$ cat src/rtl/hazard_pkg.sv
// Opcode map and opcode-class decode shared by the hazard controller and its scoreboard.
// Latency: pure functions, no state.
// Backpressure: none; the classes only feed the stall/redirect decisions upstream.
package hazard_pkg;

    localparam int OPC_W = 6;

    localparam logic [OPC_W-1:0] OP_NOP   = 6'd0;
    localparam logic [OPC_W-1:0] OP_ADD   = 6'd1;
    localparam logic [OPC_W-1:0] OP_SUB   = 6'd2;
    localparam logic [OPC_W-1:0] OP_LOAD  = 6'd4;
    localparam logic [OPC_W-1:0] OP_MOVE  = 6'd5;
    localparam logic [OPC_W-1:0] OP_MOVEI = 6'd16;
    localparam logic [OPC_W-1:0] OP_ADDI  = 6'd19;
    localparam logic [OPC_W-1:0] OP_BRA   = 6'd21;
    localparam logic [OPC_W-1:0] OP_JUMP  = 6'd22;

    // Opcodes that produce a register result.
    function automatic logic is_writer(input logic [OPC_W-1:0] opc);
        return (opc == OP_ADD) || (opc == OP_SUB) ||
               ((opc >= OP_LOAD) && (opc <= 6'd20));
    endfunction

    // Immediate-format writers put their destination in the RS2 field.
    function automatic logic dst_is_rs2(input logic [OPC_W-1:0] opc);
        return (opc == OP_LOAD) || (opc == OP_MOVE) ||
               ((opc >= 6'd15) && (opc <= 6'd20));
    endfunction

    function automatic logic reads_rs1(input logic [OPC_W-1:0] opc);
        return (opc == OP_ADD) || (opc == OP_SUB) || (opc == OP_LOAD) ||
               ((opc >= 6'd6) && (opc <= 6'd15)) ||
               ((opc >= 6'd17) && (opc <= OP_BRA));
    endfunction

    function automatic logic reads_rs2(input logic [OPC_W-1:0] opc);
        return (opc == OP_ADD) || (opc == OP_SUB) ||
               ((opc >= 6'd6) && (opc <= 6'd14));
    endfunction

endpackage

$ cat src/rtl/hazard_scoreboard.sv
// Three-deep shift register of in-flight writes (ALU, DM, WB) plus source-match logic.
// Latency: match is combinational on current entries; the issued entry lands in ALU slot next edge.
// Backpressure: none; the caller inserts an empty entry whenever it stalls or squashes.
// Ports: clk, reset (sync, active-high); issue_v/issue_dst = entry entering ALU slot;
//        rs1/rs2 with rs1_en/rs2_en = sources actually read; match = a pending write hits a source.
module hazard_scoreboard
    import hazard_pkg::*;
#(
    parameter int NREG_BITS = 5,
    parameter int WB_BYPASS = 0
) (
    input  logic                 clk,
    input  logic                 reset,
    input  logic                 issue_v,
    input  logic [NREG_BITS-1:0] issue_dst,
    input  logic [NREG_BITS-1:0] rs1,
    input  logic [NREG_BITS-1:0] rs2,
    input  logic                 rs1_en,
    input  logic                 rs2_en,
    output logic                 match
);

    logic                 alu_v_q, alu_v_d, dm_v_q, dm_v_d, wb_v_q, wb_v_d;
    logic [NREG_BITS-1:0] alu_dst_q, alu_dst_d, dm_dst_q, dm_dst_d, wb_dst_q, wb_dst_d;
    logic                 hit_alu, hit_dm, hit_wb;

    always_comb begin
        alu_v_d   = issue_v;
        alu_dst_d = issue_dst;
        dm_v_d    = alu_v_q;
        dm_dst_d  = alu_dst_q;
        wb_v_d    = dm_v_q;
        wb_dst_d  = dm_dst_q;
    end

    always_ff @(posedge clk) begin
        if (reset) begin
            alu_v_q   <= 1'b0;
            dm_v_q    <= 1'b0;
            wb_v_q    <= 1'b0;
            alu_dst_q <= '0;
            dm_dst_q  <= '0;
            wb_dst_q  <= '0;
        end else begin
            alu_v_q   <= alu_v_d;
            dm_v_q    <= dm_v_d;
            wb_v_q    <= wb_v_d;
            alu_dst_q <= alu_dst_d;
            dm_dst_q  <= dm_dst_d;
            wb_dst_q  <= wb_dst_d;
        end
    end

    always_comb begin
        hit_alu = alu_v_q && ((rs1_en && (rs1 == alu_dst_q)) || (rs2_en && (rs2 == alu_dst_q)));
        hit_dm  = dm_v_q  && ((rs1_en && (rs1 == dm_dst_q))  || (rs2_en && (rs2 == dm_dst_q)));
        hit_wb  = wb_v_q  && ((rs1_en && (rs1 == wb_dst_q))  || (rs2_en && (rs2 == wb_dst_q)));
        // A write-before-read register file makes the WB-stage write visible in time.
        match   = hit_alu || hit_dm || ((WB_BYPASS == 0) && hit_wb);
    end

endmodule

$ cat src/rtl/pipeline_hazard_ctrl.sv
// RAW interlock and branch/jump flush controller for the 5-stage pipeline, with perf counters.
// Latency: hold/bubble/redirect are combinational; squash starts the cycle after a redirect.
// Backpressure: a hazard freezes PC and RF stage and bubbles ALU until the pending write retires.
// Ports: clk, reset (sync, active-high); rf_valid/rf_opc/rf_rs1/rf_rs2/rf_rd = RF-stage instruction;
//        br_eq = branch compare; pc_hold/rf_hold/alu_bubble = stall; rf_squash, redirect = flush;
//        stall_cnt/flush_cnt = saturating counters.
module pipeline_hazard_ctrl
    import hazard_pkg::*;
#(
    parameter int NREG_BITS   = 5,
    parameter int FLUSH_SLOTS = 1,
    parameter int WB_BYPASS   = 0,
    parameter int CNT_W       = 16
) (
    input  logic                 clk,
    input  logic                 reset,
    input  logic                 rf_valid,
    input  logic [OPC_W-1:0]     rf_opc,
    input  logic [NREG_BITS-1:0] rf_rs1,
    input  logic [NREG_BITS-1:0] rf_rs2,
    input  logic [NREG_BITS-1:0] rf_rd,
    input  logic                 br_eq,
    output logic                 pc_hold,
    output logic                 rf_hold,
    output logic                 alu_bubble,
    output logic                 rf_squash,
    output logic                 redirect,
    output logic [CNT_W-1:0]     stall_cnt,
    output logic [CNT_W-1:0]     flush_cnt
);

    logic [1:0]           sq_cnt_q, sq_cnt_d;
    logic [CNT_W-1:0]     stall_cnt_q, stall_cnt_d, flush_cnt_q, flush_cnt_d;
    logic                 eff_valid, hazard, sb_match, issue_v;
    logic [NREG_BITS-1:0] issue_dst;

    hazard_scoreboard #(
        .NREG_BITS (NREG_BITS),
        .WB_BYPASS (WB_BYPASS)
    ) u_sb (
        .clk       (clk),
        .reset     (reset),
        .issue_v   (issue_v),
        .issue_dst (issue_dst),
        .rs1       (rf_rs1),
        .rs2       (rf_rs2),
        .rs1_en    (reads_rs1(rf_opc)),
        .rs2_en    (reads_rs2(rf_opc)),
        .match     (sb_match)
    );

    always_comb begin
        // Priority: squash masks everything, hazard masks redirect.
        rf_squash = (sq_cnt_q != 2'd0);
        eff_valid = rf_valid && !rf_squash;
        hazard    = eff_valid && sb_match;
        redirect  = eff_valid && !hazard &&
                    ((rf_opc == OP_JUMP) || ((rf_opc == OP_BRA) && br_eq));
        issue_v   = eff_valid && !hazard && is_writer(rf_opc);
        issue_dst = dst_is_rs2(rf_opc) ? rf_rs2 : rf_rd;

        pc_hold    = hazard;
        rf_hold    = hazard;
        alu_bubble = hazard;

        if (redirect)
            sq_cnt_d = 2'(FLUSH_SLOTS);
        else if (rf_squash)
            sq_cnt_d = sq_cnt_q - 2'd1;
        else
            sq_cnt_d = sq_cnt_q;

        stall_cnt_d = (hazard && (stall_cnt_q != '1)) ? stall_cnt_q + 1'b1 : stall_cnt_q;
        flush_cnt_d = (rf_squash && (flush_cnt_q != '1)) ? flush_cnt_q + 1'b1 : flush_cnt_q;
    end

    always_ff @(posedge clk) begin
        if (reset) begin
            sq_cnt_q    <= 2'd0;
            stall_cnt_q <= '0;
            flush_cnt_q <= '0;
        end else begin
            sq_cnt_q    <= sq_cnt_d;
            stall_cnt_q <= stall_cnt_d;
            flush_cnt_q <= flush_cnt_d;
        end
    end

    assign stall_cnt = stall_cnt_q;
    assign flush_cnt = flush_cnt_q;

endmodule

$ cat config.mk
export PLATFORM = sky130hd
export DESIGN_NAME = pipeline_hazard_ctrl
export DESIGN_NICKNAME = d
export VERILOG_FILES = /design/src/rtl/hazard_pkg.sv /design/src/rtl/hazard_scoreboard.sv /design/src/rtl/pipeline_hazard_ctrl.sv
export SDC_FILE = /design/constraint.sdc
export NUM_CORES = 1
export LEC_CHECK = 0
export BUFFER_PORTS_ARGS = -buffer_cell sky130_fd_sc_hd__buf_2
export CAP_MARGIN = 20
export CORE_MARGIN = 2
export CORE_UTILIZATION = 45
export DETAILED_ROUTE_END_ITERATION = 10
export PLACE_DENSITY = 0.69
export SLEW_MARGIN = 20
export SYNTH_ARGS = -nofsm -noshare
export SYNTH_HDL_FRONTEND = slang
export SYNTH_SLANG_ARGS = --single-unit
$ cat constraint.sdc
create_clock -name clk -period 2.4 [get_ports clk]
set_clock_uncertainty 0.15 [all_clocks]
set_input_delay 0.36 -clock clk [delete_from_list [all_inputs] [get_ports clk]]
set_output_delay 0.36 -clock clk [all_outputs]
set_load 0.005 [all_outputs]
# ---- Word level (Yosys, flattened, before mapping)
# Cells that the tools add are included.
dict set report classes {
  addsub 3
  magnitude_cmp 8
  eq_ne 14
  muxes 3
  reduce_logical 41
}
# op n
set ops {}
lappend ops {{$add 16x1->16 const B} 2}
lappend ops {{$ne 16x16->1 const B} 2}
lappend ops {{$eq 5x5->1} 6}
lappend ops {{$logic_and 1x1->1} 22}
lappend ops {{$logic_or 1x1->1} 14}
lappend ops {{$eq 6x3->1 const B} 2}
lappend ops {{$eq 6x5->1 const B} 2}
lappend ops {{$ge 6x3->1 const B} 2}
lappend ops {{$le 6x4->1 const B} 2}
lappend ops {{$le 6x5->1 const B} 2}
lappend ops {{$eq 6x1->1 const B} 1}
lappend ops {{$eq 6x2->1 const B} 1}
lappend ops {{$ge 6x4->1 const B} 1}
lappend ops {{$ge 6x5->1 const B} 1}
lappend ops {{$mux 5} 1}
lappend ops {{$reduce_bool 2->1} 2}
lappend ops {{$logic_not 1->1} 2}
lappend ops {{$mux 1} 2}
lappend ops {{$reduce_or 2->1} 1}
lappend ops {{$sub 2x1->2 const B} 1}
dict set report totals {
  register_bits 52
  out_inout_bits 37
  elab_cells 79
}

# ---- Longest topological paths before layout
# Gate-level depths: netlist (run 1).
dict set report depth {
  ltp_word 15
  mapped_depth 9
  depth_no_buf 8
}

# ---- Cells and area by module
# From an unflattened synthesis (run 1), not the netlist that was laid out.
dict set report unflattened {
  hier_cells 337
  area_unflattened_um2 2934.1
}
# module instances cells_per_inst area_each_um2 seq_area_each_um2
set by_module_without_submodules {}
lappend by_module_without_submodules {pipeline_hazard_ctrl 1 255 2103.3 680.7}
lappend by_module_without_submodules {hazard_scoreboard 1 82 830.8 360.3}

# ---- Worst setup path after synthesis (run 1)
# OpenSTA, ideal clock, no wires.
dict set report synth_timing {
  path_type {register -> register}
  from {register stall_cnt_q[4], in the netlist stall_cnt[4]}
  to {register stall_cnt_q[12], in the netlist stall_cnt[12]}
  setup_time_ns 0.121
  arrival_ns 1.995
  t_required_ns 2.129
  slack_ns 0.134
  stages_incl_launch_ff 9
  cell_sequence {dfxtp_1 > nand3_2 > nor4_1 > a31o_2 > a311o_2 > nand2_2 > buf_6 > nand3_1 > mux2_2}
}
dict set report synth_between {
  elab_chain_cells 2
  word_cells_on_any_way 3
  classes_between {add/sub (1); eq/ne (1); reduce/logical (1)}
}
# element line_no
set synth_rtl {}
lappend synth_rtl {{start: declaration} pipeline_hazard_ctrl.sv:33} ;# logic [CNT_W-1:0] stall_cnt_q, stall_cnt_d, flush_cnt_q, flush_cnt_d;
lappend synth_rtl {{start signal: assignment} pipeline_hazard_ctrl.sv:84} ;# stall_cnt_q <= stall_cnt_d;
lappend synth_rtl {{branches (longest 2 deep; another with $add 16x1->16)} --}
# Parallel ways; which one is timed is not known.
# A chain may end at the register's enable or synchronous reset.

# ---- Final worst setup path (run 1)
dict set report layout_timing {
  from {register u_sb.wb_dst_q[4]}
  to {output pc_hold}
}
dict set report layout_between {
  elab_chain_cells 6
  word_cells_on_any_way 8
  classes_between {eq/ne (2); reduce/logical (6)}
}
# element line_no
set layout_rtl {}
lappend layout_rtl {{start: declaration} hazard_scoreboard.sv:24} ;# logic [NREG_BITS-1:0] alu_dst_q, alu_dst_d, dm_dst_q, dm_dst_d, wb_dst_q, wb_dst_d;
lappend layout_rtl {{start signal: assignment} hazard_scoreboard.sv:50} ;# wb_dst_q <= wb_dst_d;
lappend layout_rtl {{$eq 5x5->1} hazard_scoreboard.sv:57} ;# hit_wb = wb_v_q && ((rs1_en && (rs1 == wb_dst_q)) || (rs2_en && (rs2 == wb_dst_q)));
lappend layout_rtl {{$logic_and 1x1->1} hazard_scoreboard.sv:57}
lappend layout_rtl {{$logic_or 1x1->1 (*)} hazard_scoreboard.sv:57}
lappend layout_rtl {{$logic_and 1x1->1 (*)} hazard_scoreboard.sv:57}
lappend layout_rtl {{$logic_or 1x1->1 (*)} hazard_scoreboard.sv:59} ;# match = hit_alu || hit_dm || ((WB_BYPASS == 0) && hit_wb);
lappend layout_rtl {{$logic_and 1x1->1 (*)} pipeline_hazard_ctrl.sv:56} ;# hazard = eff_valid && sb_match;
lappend layout_rtl {{end: declaration} pipeline_hazard_ctrl.sv:23} ;# output logic pc_hold,
# Every way passes the cells marked *; elsewhere a longest branch is shown, timed or not.

==> results by group, run 1 <==
Pwr
  – Maximum vdd ir drop: between 300 and 400 uV
  – Sw power: roughly 520 uW
  – Power Internal: around 1.5 mW
  – Seq pwr share: 0.463
  – Total Power: about 2.0 mW
  – Gate power share: 0.179
  – Power density over the cells: between 500 and 600 nW/um^2
  – Part of the power in the clock network: 0.357
  – P_leak: 1.51 nW
  – Sw frac: 0.260

GRT
  – First-pass GRT wire length: roughly 11000 um
  – Initial antenna violation count: 0
  – GRT Resource Usage Total: 0.204
  – Pin count of the biggest net entering global routing: 30
  – Number of global-route vias before repair: between 2000 and 2500
  – Total congestion overflow: 0

Drt
  – Post-route ant nets: 0
  – Vias per Instance: a little over 5
  – Routed len/inst: approximately 14 um
  – Post-Route WL: 6620 um
  – Drt pass-1 iters: 4
  – Via count: 2478
  – Initial DRC count: between 90 and 100
  – # DRC: 0

Yosys
  – Area leader, netlist: dfxtp_1
  – Mapped cell area: about 2700 um^2
  – Ranking of synthesized cells by area: dfxtp_1 (38%), xor2_1 (9.9%), xnor2_1 (6.1%), nor2_1 (5.9%), nand3_1 (4.9%)
  – Synth cell types: 43
  – Mapped Cells: 316
  – Seq/Total Area, Yosys: 0.379
  – Syn_nets: around 340
  – EDFF count, synth: 0
  – FF+latch count, synth: 52
  – Ys async rst share: 0
  – Yosys warns: 0
  – Syn Area/Cell: just under 9 um^2
  – Yosys top cell area share: 0.379
  – Post-synth top flop: dfxtp_1

Die
  – Die ar.: 6740 um^2
  – Ports: a little over 60
  – Core area: between 5000 and 6000 um^2
  – DIE WIDTH: just over 80 um
  – Row cnt: 28
  – Starting Density: 0.463
  – Die height: around 82 um

Layout
  – Layout cell share with drive strength beyond 1: 0.347
  – P&R area growth vs syn: 30.2%
  – Antenna cell count: 0
  – Nets: approximately 430
  – Design area: ~3600 um^2

Setup path
  – CP Max Fanout: 3
  – CP Data Required Time: 1.89 ns
  – Endpoint class of the critical path: output pin
  – Startpoint Class: register
  – Critical path type: reg2out
  – Critical Path AT: 2.06 ns

Clock network
  – Longest Clk Path Bufs: 2
  – # hold bufs at CTS: 0
  – Clock tree from TritonCTS: built
  – Htree depth: 2
  – # clock sinks: 52
  – Root Driver: clkbuf_8
  – CTS clock-pin slew for the worst setup and hold paths: ~0.1 ns
  – CTS buffer count: 5
  – Clock Latency Late Sink: a little over 0.3 ns

STA
  – Tmin final: approximately 2.6 ns
  – Final period utilization: 1.07
  – Hold_ws: 0.135 ns
  – Slew headroom: 0.624
  – Total negative setup slack: -0.982 ns
  – Max Clock Freq: roughly 390 MHz
  – Final Hold Fails: 0
  – Worst-Margin Slew: 0.565 ns
  – RSZ-0062 raised after global routing: true
  – Max-slew violations: 0
  – Setup violations, final: 11
  – Final setup margin: -0.174 ns

Worst hold path
  – Worst hold path class: in2reg

Place
  – Pre-CTS WS: -0.107 ns
  – RePlAce Congestion: approximately 0.87
  – Dpl hpwl: around 4800 um
  – Placed inst area: roughly 3300 um^2
  – Port Buffers: around 60

Outcome
  – Status: finished, violations left
  – Failing checks: negative setup slack

Job
  – Max-cap violations: 0
final cells by class:
| type | count | area (um^2) |
|---|---|---|
| clock buffer | 5 | 68.8 |
| clock inverter | 3 | 68.8 |
| fill | 538 | 2350 |
| inverter | 9 | 33.8 |
| multi-input combinational | 240 | 1680 |
| sequential | 52 | 1050 |
| tap | 75 | 93.8 |
| timing repair buffer | 95 | 572 |
critical path: stages (launching register included):
cell	delay, ns
dfxtp_2	0.34
xor2_1	0.14
nor4_1	0.35
nand3_1	0.21
a31oi_1	0.23
or2_4	0.15
buf_6	0.08
nor2b_4	0.14
buf_2	0.12
state kept, by name, indices dropped and copies added, names as in the netlist:
| name | cells |
|---|---|
| flush_cnt | 16 |
| stall_cnt | 16 |
| u_sb.alu_dst_q | 5 |
| u_sb.dm_dst_q | 5 |
| u_sb.wb_dst_q | 5 |
| sq_cnt_q | 2 |
| u_sb.alu_v_q | 1 |
| u_sb.dm_v_q | 1 |
| u_sb.wb_v_q | 1 |
cell families after synthesis:
| family | Yosys count | synth area share |
|---|---|---|
| compound gates | 37 | 0.103 |
| buf+inv | 24 | 0.0401 |
| mux | 11 | 0.0420 |
| flops | 52 | 0.379 |
| fa+ha+maj | 3 | 0.0137 |
| simple gates | 139 | 0.262 |
| xor+xnor | 50 | 0.160 |
synth_stat cells (3+ instances only):
library cell,n
ha_1,3
xnor2_1,19
nor2b_1,21
clkbuf_1,8
inv_1,9
nor3_1,3
and2_1,3
buf_2,4
o21ai_0,8
mux2i_1,7
xor2_1,31
nor2_1,43
or3_1,3
nand2_1,12
nor4_1,8
and3_1,3
nand3_1,27
dfxtp_1,52
mux2_2,4
a21oi_1,13
nand4_1,6
path summary, 6_finish.rpt:
check / start / end / slack [ns] / cells after the start
setup / recovery: u_sb.wb_dst_q[4]$_SDFF_PP0_ / pc_hold / -0.17 / 8
hold / removal: rf_rd[0] / u_sb.alu_dst_q[0]$_SDFF_PP0_ / 0.13 / 3
hold reg to reg: stall_cnt[11]$_SDFFE_PP0P_ / stall_cnt[11]$_SDFFE_PP0P_ / 0.34 / 2
setup reg to reg: u_sb.wb_dst_q[4]$_SDFF_PP0_ / stall_cnt[4]$_SDFFE_PP0P_ / -0.15 / 8
through the flow:
stage          cells   util
6_report         479  0.604
5_1_grt          479  0.604
4_1_cts          476  0.588
3_5_place_dp     463  0.551
3_3_place_gp     463  0.551
2_1_floorplan    316      -
metal layers:
layer / share of wire / routed length (um) / GRT usage
met4: 0.012 / 82 / 0.0600
met1: 0.45 / 2950 / 0.251
met2: 0.50 / 3340 / 0.364
met5: 0 / 0 / 0
met3: 0.037 / 243 / 0.0330
what timing repair did:
| item | CTS | global route |
|---|---|---|
| resized for setup | 13 | 19 |
| buffers inserted | 5 | 4 |
| pin swaps | 11 | 18 |
| setup endpoints to repair | 4 | 20 |
placed cells by master (no fill, tap or decap), drive strengths merged, types with 8 or more instances in the layout:
master	n
buf	95
xor2	31
a21oi	13
nor4	9
xnor2	19
nor2b	21
o21ai	8
dfxtp	52
nor2	43
nand2	13
nand3	28
inv	10
power by group through the flow:
stage / combinational [mW] / clock [mW] / sequential [mW]
floorplan: 0.218 / 0 / 0.948
global placement: 0.332 / 0 / 0.951
detailed placement: 0.341 / 0 / 0.953
CTS: 0.353 / 0.738 / 0.934
global route: 0.402 / 0.772 / 0.941
finish: 0.362 / 0.721 / 0.935
Power figures use the tool's default switching activity.
==> inputs of run 2 (changes only) <==
- BUFFER_PORTS_ARGS: -buffer_cell sky130_fd_sc_hd__buf_2 -> -buffer_cell sky130_fd_sc_hd__buf_4
==> run 2 against run 1 <==
The flow still finishes with violations (negative setup slack); register-to-register slack improved by 0.19 ns; core utilization increased by 0.15 points; non-clock buffer count shrank 11; die area unchanged; sequential cell count is the same; power shrank 9.0%; via count shrank 1.3%; worst hold slack worse by 0.012 ns; clock power is 27% lower; wire length is 4.3% lower; cell area is 0.25% higher; largest power group unchanged; highest routed layer unchanged.
==> results by group, run 2 (synthesis gave the netlist of run 1 again) <==
GRT
  – Initial antenna violation count: 0
  – Number of global-route vias before repair: around 2300
  – First-pass GRT wire length: 10300 um
  – Pin count of the biggest net entering global routing: between 50 and 60
  – Total congestion overflow: 0
  – GRT Resource Usage Total: 0.197

STA
  – Slew headroom: 0.609
  – Worst-Margin Slew: approximately 0.59 ns
  – Final setup margin: -0.0631 ns
  – Max Clock Freq: approximately 410 MHz
  – Max-slew violations: 0
  – Total negative setup slack: -0.200 ns
  – Tmin final: between 2 and 2.5 ns
  – Setup violations, final: 4
  – Final period utilization: 1.03
  – Final Hold Fails: 0
  – RSZ-0062 raised after global routing: true

Drt
  – Vias per Instance: 5.23
  – Via count: roughly 2400
  – Initial DRC count: 93
  – Post-Route WL: 6330 um
  – Post-route ant nets: 0
  – Routed len/inst: 13.5 um
  – # DRC: 0
  – Drt pass-1 iters: 4

Die
  – Ports: just over 60
  – Die ar.: 6740 um^2
  – Die height: 82.1 um
  – Core area: 5920 um^2
  – Starting Density: 0.463
  – DIE WIDTH: a little over 80 um
  – Row cnt: 28

Setup path
  – Critical path type: reg2out
  – Startpoint Class: register
  – CP Max Fanout: 3
  – CP Data Required Time: between 1.5 and 2 ns
  – Critical Path AT: around 2 ns
  – Endpoint class of the critical path: output pin

Pwr
  – Power density over the cells: about 500 nW/um^2
  – P_leak: 1.45 nW
  – Total Power: 1.84 mW
  – Maximum vdd ir drop: 365 uV

Clock network
  – Htree depth: 2
  – Longest Clk Path Bufs: 2
  – Clock Latency Late Sink: about 0.32 ns
  – CTS clock-pin slew for the worst setup and hold paths: ~0.1 ns
  – Clock tree from TritonCTS: built
  – # clock sinks: 52
  – CTS buffer count: 5
  – Root Driver: clkbuf_8

Layout
  – Layout cell share with drive strength beyond 1: 0.333
  – Register area: 1060 um^2
  – P&R area growth vs syn: 30.6%
  – Antenna cell count: 0
  – Multi-input gate area: 1660 um^2
  – Number of fill cells: ~540
  – Nets: 420
  – Most common cell after layout, fill and taps aside: buf_4
  – Most frequent cells in the layout: buf_4 (83), nor2_1 (43), dfxtp_1 (39), xor2_1 (29), nand3_1 (27)

Place
  – Dpl hpwl: 4670 um
  – RePlAce Congestion: a little over 0.8
  – Port Buffers: 61

Outcome
  – Failing checks: negative setup slack
  – Status: finished, violations left

Job
  – Max-cap violations: 0

Worst hold path
  – Worst hold path class: in2reg
## run 2: changes by cell type in the layout (fill, tap and decap cells not counted), moves of 2 or more
cell       previous run  this run
nand2_2               0         2
dfxtp_1              43        39
buf_6                 3         1
buf_4                31        83
dfxtp_2               8        11
buf_2                61         0
o21ai_0               6         8
bufinv_16             2         0
## run 2: repair_timing
item                       4_1_cts  5_1_grt
pin swaps                       11       14
setup endpoints to repair        4       12
setup buffers                    1        0
gates resized for setup         19       11
hold buffers                     0        0
## run 2: cell type report
type                    instances  share of cell area
multi-input cells             240               0.464
inverters                       9             0.00943
clock buffers                   5              0.0192
clock inverters                 3             0.00733
well taps                      75              0.0262
repair buffers                 84               0.177
flip-flops and latches         52               0.297
## run 2: metrics by stage
| step | cell area [um^2] | util | instances | worst slack (ns) | hold slack (ns) |
|---|---|---|---|---|---|
| 4_1_cts | 3540 | 0.598 | 468 | -0.0364 | 0.120 |
| 5_1_grt | 3580 | 0.605 | 468 | -0.174 | 0.137 |
| 3_5_place_dp | 3380 | 0.572 | 459 | -0.128 | 0.334 |
| 6_report | 3580 | 0.605 | 468 | -0.0631 | 0.122 |
| 3_3_place_gp | 3380 | 0.572 | 459 | -0.0933 | 0.325 |
| 2_1_floorplan | 2740 | - | 316 | 0.134 | 0.286 |
## run 2: report_power, final
part	internal, mW	switching [mW]	leakage, nW
Sequential	0.901	0.0335	0.428
Combinational	0.192	0.181	0.974
Clock	0.215	0.313	0.0491
## run 2: worst max-delay path, stage by stage, from the launching register on
cell	delay (ns)
dfxtp_2	0.35
xor2_1	0.14
nor4_1	0.34
nand3_1	0.15
a31oi_1	0.20
or2_4	0.16
nor2b_4	0.17
buf_4	0.12
## run 2: per-layer routing
metal	up-vias	track usage	share of wire
li1	1231	-	-
met1	1168	0.254	0.46
met2	44	0.338	0.50
met3	3	0.0407	0.040
met4	0	0.0450	0.0066
met5	-	0	0
## run 2: worst paths after layout
| path | from | to | slack [ns] | cells after the start |
|---|---|---|---|---|
| hold / removal | rf_rd[0] | u_sb.alu_dst_q[0]$_SDFF_PP0_ | 0.12 | 3 |
| setup reg to reg | u_sb.wb_dst_q[3]$_SDFF_PP0_ | stall_cnt[4]$_SDFFE_PP0P_ | 0.04 | 8 |
| setup / recovery | u_sb.wb_dst_q[3]$_SDFF_PP0_ | rf_hold | -0.06 | 7 |
| hold reg to reg | u_sb.dm_v_q$_SDFF_PP0_ | u_sb.wb_v_q$_SDFF_PP0_ | 0.35 | 1 |
